===== src/rtl/regbank_read_arbiter_if.sv =====
// Request/response bundle between the shared register-bank read port,
// its clients and the round-robin read arbiter.
interface regbank_read_arbiter_if #(
   parameter int NUM_REQ = 4,
   parameter int DATA_W  = 16,
   parameter int SEL_W   = 4
);
   localparam int ID_W = (NUM_REQ > 1) ? $clog2(NUM_REQ) : 1;

   logic [NUM_REQ-1:0]       req;
   logic [NUM_REQ*SEL_W-1:0] req_sel;
   logic [SEL_W-1:0]         mux_select;
   logic [DATA_W-1:0]        mux_data;
   logic [NUM_REQ-1:0]       gnt;
   logic                     busy;
   logic                     rsp_valid;
   logic [ID_W-1:0]          rsp_id;
   logic [DATA_W-1:0]        rsp_data;

   modport master (
      input  req,
      input  req_sel,
      input  mux_data,
      output mux_select,
      output gnt,
      output busy,
      output rsp_valid,
      output rsp_id,
      output rsp_data
   );

   modport slave (
      output req,
      output req_sel,
      output mux_data,
      input  mux_select,
      input  gnt,
      input  busy,
      input  rsp_valid,
      input  rsp_id,
      input  rsp_data
   );
endinterface


===== src/rtl/regbank_read_arbiter.sv =====
// Round-robin arbiter sharing one 16:1 register-bank read mux among
// NUM_REQ requesters; three cycles per transaction (IDLE/SELECT/CAPTURE).
module regbank_read_arbiter #(
   parameter int NUM_REQ = 4,
   parameter int DATA_W  = 16,
   parameter int SEL_W   = 4
) (
   input  logic                  clk,
   input  logic                  rst_n,
   regbank_read_arbiter_if.master bus
);
   localparam int ID_W = (NUM_REQ > 1) ? $clog2(NUM_REQ) : 1;
   localparam int SW   = ID_W + 1;

   localparam logic [1:0] IDLE    = 2'b00;
   localparam logic [1:0] SELECT  = 2'b01;
   localparam logic [1:0] CAPTURE = 2'b10;

   localparam logic [NUM_REQ-1:0] GNT_ONE = NUM_REQ'(1);
   localparam logic [ID_W-1:0]    ID_LAST = ID_W'(NUM_REQ - 1);

   logic [1:0]         state_q, state_d;
   logic [ID_W-1:0]    rr_ptr_q, rr_ptr_d;
   logic [ID_W-1:0]    rsp_id_q, rsp_id_d;
   logic [NUM_REQ-1:0] gnt_q, gnt_d;
   logic [SEL_W-1:0]   mux_select_q, mux_select_d;
   logic [DATA_W-1:0]  rsp_data_q, rsp_data_d;
   logic               rsp_valid_q, rsp_valid_d;

   logic [ID_W-1:0]    win;
   logic [SW-1:0]      idx_sum;

   // Rotating-priority search: nearest set req bit at or above rr_ptr
   always_comb begin
      win     = '0;
      idx_sum = '0;
      for (int k = NUM_REQ - 1; k >= 0; k--) begin
         idx_sum = {1'b0, rr_ptr_q} + SW'(k);
         if (idx_sum >= SW'(NUM_REQ)) begin
            idx_sum = idx_sum - SW'(NUM_REQ);
         end
         if (bus.req[idx_sum[ID_W-1:0]]) begin
            win = idx_sum[ID_W-1:0];
         end
      end
   end

   // Transaction sequencing and next values of every registered output
   always_comb begin
      state_d      = state_q;
      rr_ptr_d     = rr_ptr_q;
      rsp_id_d     = rsp_id_q;
      gnt_d        = gnt_q;
      mux_select_d = mux_select_q;
      rsp_data_d   = rsp_data_q;
      rsp_valid_d  = 1'b0;
      case (state_q)
         IDLE: begin
            if (|bus.req) begin
               gnt_d        = GNT_ONE << win;
               mux_select_d = bus.req_sel[win*SEL_W +: SEL_W];
               rsp_id_d     = win;
               state_d      = SELECT;
            end
         end
         SELECT: begin
            rsp_data_d  = bus.mux_data;
            rsp_valid_d = 1'b1;
            rr_ptr_d    = (rsp_id_q == ID_LAST) ? '0
                                                : rsp_id_q + 1'b1;
            state_d     = CAPTURE;
         end
         CAPTURE: begin
            gnt_d   = '0;
            state_d = IDLE;
         end
         default: begin
            gnt_d   = '0;
            state_d = IDLE;
         end
      endcase
   end

   // State and output registers; reset aborts any transaction silently
   always_ff @(posedge clk) begin
      if (!rst_n) begin
         state_q      <= IDLE;
         rr_ptr_q     <= '0;
         rsp_id_q     <= '0;
         gnt_q        <= '0;
         mux_select_q <= '0;
         rsp_data_q   <= '0;
         rsp_valid_q  <= 1'b0;
      end else begin
         state_q      <= state_d;
         rr_ptr_q     <= rr_ptr_d;
         rsp_id_q     <= rsp_id_d;
         gnt_q        <= gnt_d;
         mux_select_q <= mux_select_d;
         rsp_data_q   <= rsp_data_d;
         rsp_valid_q  <= rsp_valid_d;
      end
   end

   assign bus.mux_select = mux_select_q;
   assign bus.gnt        = gnt_q;
   assign bus.busy       = (state_q != IDLE);
   assign bus.rsp_valid  = rsp_valid_q;
   assign bus.rsp_id     = rsp_id_q;
   assign bus.rsp_data   = rsp_data_q;
endmodule


===== src/flat_wrapper.sv =====
// flat-port wrapper written by rule: the top's interface ports become plain ports
module regbank_read_arbiter_flat 
#(
   parameter int NUM_REQ = 4,
   parameter int DATA_W  = 16,
   parameter int SEL_W   = 4
)
  (clk, rst_n, bus_req, bus_req_sel, bus_mux_data, bus_mux_select, bus_gnt, bus_busy, bus_rsp_valid, bus_rsp_id, bus_rsp_data);
  regbank_read_arbiter_if #(.NUM_REQ(NUM_REQ), .DATA_W(DATA_W), .SEL_W(SEL_W)) bus_i ();
  input  logic clk;
  input  logic rst_n;
  input wire logic [$bits(bus_i.req)-1:0] bus_req;
  input wire logic [$bits(bus_i.req_sel)-1:0] bus_req_sel;
  input wire logic [$bits(bus_i.mux_data)-1:0] bus_mux_data;
  output wire logic [$bits(bus_i.mux_select)-1:0] bus_mux_select;
  output wire logic [$bits(bus_i.gnt)-1:0] bus_gnt;
  output wire logic [$bits(bus_i.busy)-1:0] bus_busy;
  output wire logic [$bits(bus_i.rsp_valid)-1:0] bus_rsp_valid;
  output wire logic [$bits(bus_i.rsp_id)-1:0] bus_rsp_id;
  output wire logic [$bits(bus_i.rsp_data)-1:0] bus_rsp_data;
  assign bus_i.req = bus_req;
  assign bus_i.req_sel = bus_req_sel;
  assign bus_i.mux_data = bus_mux_data;
  assign bus_mux_select = bus_i.mux_select;
  assign bus_gnt = bus_i.gnt;
  assign bus_busy = bus_i.busy;
  assign bus_rsp_valid = bus_i.rsp_valid;
  assign bus_rsp_id = bus_i.rsp_id;
  assign bus_rsp_data = bus_i.rsp_data;
  regbank_read_arbiter #(.NUM_REQ(NUM_REQ), .DATA_W(DATA_W), .SEL_W(SEL_W)) u_core (.clk(clk), .rst_n(rst_n), .bus(bus_i));
endmodule

===== config.mk =====
export PLATFORM = sky130hd
export DESIGN_NAME = regbank_read_arbiter_flat
export DESIGN_NICKNAME = d
export VERILOG_FILES = /design/src/rtl/regbank_read_arbiter_if.sv /design/src/rtl/regbank_read_arbiter.sv /design/src/flat_wrapper.sv
export SDC_FILE = /design/constraint.sdc
export NUM_CORES = 1
export LEC_CHECK = 0
export CAP_MARGIN = 20
export CORE_MARGIN = 8
export CORE_UTILIZATION = 40
export CTS_BUF_LIST = sky130_fd_sc_hd__clkbuf_8
export DETAILED_ROUTE_END_ITERATION = 12
export HOLD_SLACK_MARGIN = 0.12
export PLACE_DENSITY = 0.76
export SLEW_MARGIN = 20
export SYNTH_ARGS = -nofsm -noshare
export SYNTH_HDL_FRONTEND = slang
export SYNTH_SLANG_ARGS = --single-unit
export TNS_END_PERCENT = 1

===== constraint.sdc =====
create_clock -name clk -period 2.1 [get_ports clk]
set_clock_uncertainty 0.15 [all_clocks]
set_input_delay 0.63 -clock clk [delete_from_list [all_inputs] [get_ports clk]]
set_output_delay 0.63 -clock clk [all_outputs]
set_load 0.005 [all_outputs]

==> results.cfg <==
[synthesis]
yosysMostFrequentCell = nand2_1
ys_seq_area_frac = 0.455
synth-warning-count = 0
synth_top_area_cell = dfxtp_1
synthCells = 155
synth_commonest_cells = nand2_1, dfxtp_1, a21boi_0
synth-edff-count = 0
ys.flop_type = dfxtp_1
syn-num-nets = 194
synth.top_cell.area_share = 0.455
ys_async_sr_fraction = 0
synthTopCellsByArea = dfxtp_1, nand2_1, a21boi_0
synthesis.area_um2 = 1370
synth_seq_cells = 31
synth_cell_type_count = 33
syn_avg_cell_area_um2 = 8.81

[sta]
finalHoldViolCount = 0
drv_slew = 0
grt_setup_unrepaired = no
fin_crit_ns = 2.00
worst_pin_slew_ns = 0.677
max_freq_mhz = 501
min_period_over_period = 0.950
slew_headroom = 0.549
setup_violations = 0
setup_ws_ns = 0.104
fin_hold_ws_ns = 0.306

[global_routing]
grt_pass1_vias = 1472
grt_max_degree = 19
grt_pass1_wl_um = 6740
grt_overflow = 0
gr-usage-all-layers = 0.153
antenna_found_initial = 0

[setup_path]
cp.required_ns = 2.09
critPathSlowestCell = a2111oi_2
crit_arrival_ns = 1.99
critPathLaunchType = input port
critical_path_class = input port to flop
worstPathCellList = dlygate4sd2_1 -> buf_4 -> a21o_1 -> a21oi_1 -> o22a_2 -> a2111oi_2 -> a211oi_1
cp_max_fo = 5
end_kind = flop
cp_slowest_stage_delay_ns = 0.36

[die]
core_region_area_um2 = 3310
die_w_um = 74.4
design.die.area_um2 = 5540
die_h_um = 74.4
rows = 21
start_util = 0.412
pin_count = 66

[route]
dr.pass1.iters = 4
wl_per_cell_um = 14.7
vias = 1370
drt-total-wl_um = 4100
drc = 0
via_per_inst = 4.91
antenna_left = 0
drtIter0Drc = 61

[clock_tree]
clk_latency_ns = 0.27
cts_root_buf = clkbuf_8
cts_max_path_buffers = 2
cts_sinks = 31
clk_pin_slew_ns = 0.06
cts_tree = done
cts_inserted_buffers = 5
cts_max_level = 2

[pwr]
p_per_area_nw_per_um2 = 719
irDropWorstVdd_uv = 505
leakage_nw = 0.897

[worst_hold_path]
worstHoldPathType = flop to flop

[place]
port_buffers = 65
dp_hpwl_um = 3220
placedCellCount = 270
pre_cts_slack_ns = -0.459
place_congestion = 0.823
place_area_um2 = 2120

[layout]
diodes = 0
utilization = 0.700
num-nets-final = 271
stdcell_count = 279
drive_above_1_share = 0.159
area_delta_synth_final_pct = 69.8
final_area_um2 = 2320

[flow_run]
maxCapViolCount = 0

[status]
status = finished clean
sequential cells by signal, summed over array words and instances, names as in the netlist:
signal	count
u_core.rr_ptr_q	2
u_core.bus.rsp_id	2
u_core.bus.rsp_data	16
u_core.bus.mux_select	4
u_core.bus.gnt	4
u_core.bus.rsp_valid	1
u_core.state_q	2
layout make-up:
cell class                 instances  area (um^2)
timing repair buffer              80          764
clock buffer                       6         82.6
fill                             268          993
sequential                        31          621
tap                               46         57.6
inverter                           3         11.3
clock inverter                     2         35.0
multi-input combinational        111          746
through the flow:
stage | total power, mW | TNS, ns
4_1_cts | 1.67 | -0.0167
3_5_place_dp | 1.06 | -4.20
2_1_floorplan | 0.835 | 0
5_1_grt | 1.75 | 0
6_report | 1.67 | 0
3_3_place_gp | 1.05 | -3.89
cell families (layout without fill, tap and decap cells):
logic type	Yosys count	count (layout)	share of synthesized area
AND/OR/NAND/NOR	58	58	0.187
adder cells (fa/ha/maj)	1	1	0.00916
flip-flops	31	31	0.455
AO/OA/AOI/OAI	47	47	0.265
multiplexers	5	5	0.0367
buffers and inverters	13	91	0.0477
cell usage in the layout, fill, tap and decap left out, drive strengths merged, types with 2 or more instances in the layout:
cell type       n
clkdlybuf4s50  60
nand2          37
dfxtp          31
a21boi         18
buf            15
nor2            7
o21a            6
clkbuf          6
o21ai           6
mux2i           5
a211oi          4
a2111oi         4
and2            3
a21oi           3
dlygate4sd2     3
or2             3
inv             3
nor2b           2
a22o            2
nor3            2
dlymetal6s2s    2
what timing repair did:
item / 4_1_cts / 5_1_grt
pin swaps: 2 / 2
setup endpoints to repair: 11 / 10
setup buffers: 1 / 0
resized for setup: 17 / 4
hold buffers: 0 / 0
path summary, 6_finish.rpt:
path,from,to,slack (ns),cells after the start
worst max-delay path,bus_req[1],u_core.bus.mux_select[2],0.10,7
worst min-delay path,u_core.bus.gnt[0],u_core.bus.gnt[0],0.31,2
worst max register to register,u_core.rr_ptr_q[1],u_core.bus.mux_select[3],0.26,5
worst min register to register,u_core.bus.gnt[0],u_core.bus.gnt[0],0.31,2
where the power goes:
part           internal [mW]  switching [mW]
Clock                  0.383           0.205
Sequential             0.638          0.0310
Combinational          0.237           0.172
Total                   1.26           0.408
critical path: cells and delay by family:
kind	cells	cell delay [ns]
AO/OA/AOI/OAI	5	0.90
buffers and inverters	2	0.45
layer usage:
| metal | up-vias | track usage | wire length [um] |
|---|---|---|---|
| met5 | - | 0 | 0 |
| met4 | 0 | 0.0500 | 27 |
| met3 | 2 | 0.0391 | 205 |
| met2 | 35 | 0.286 | 2260 |
| met1 | 646 | 0.162 | 1610 |
| li1 | 687 | - | - |
Power figures use the tool's default switching activity.
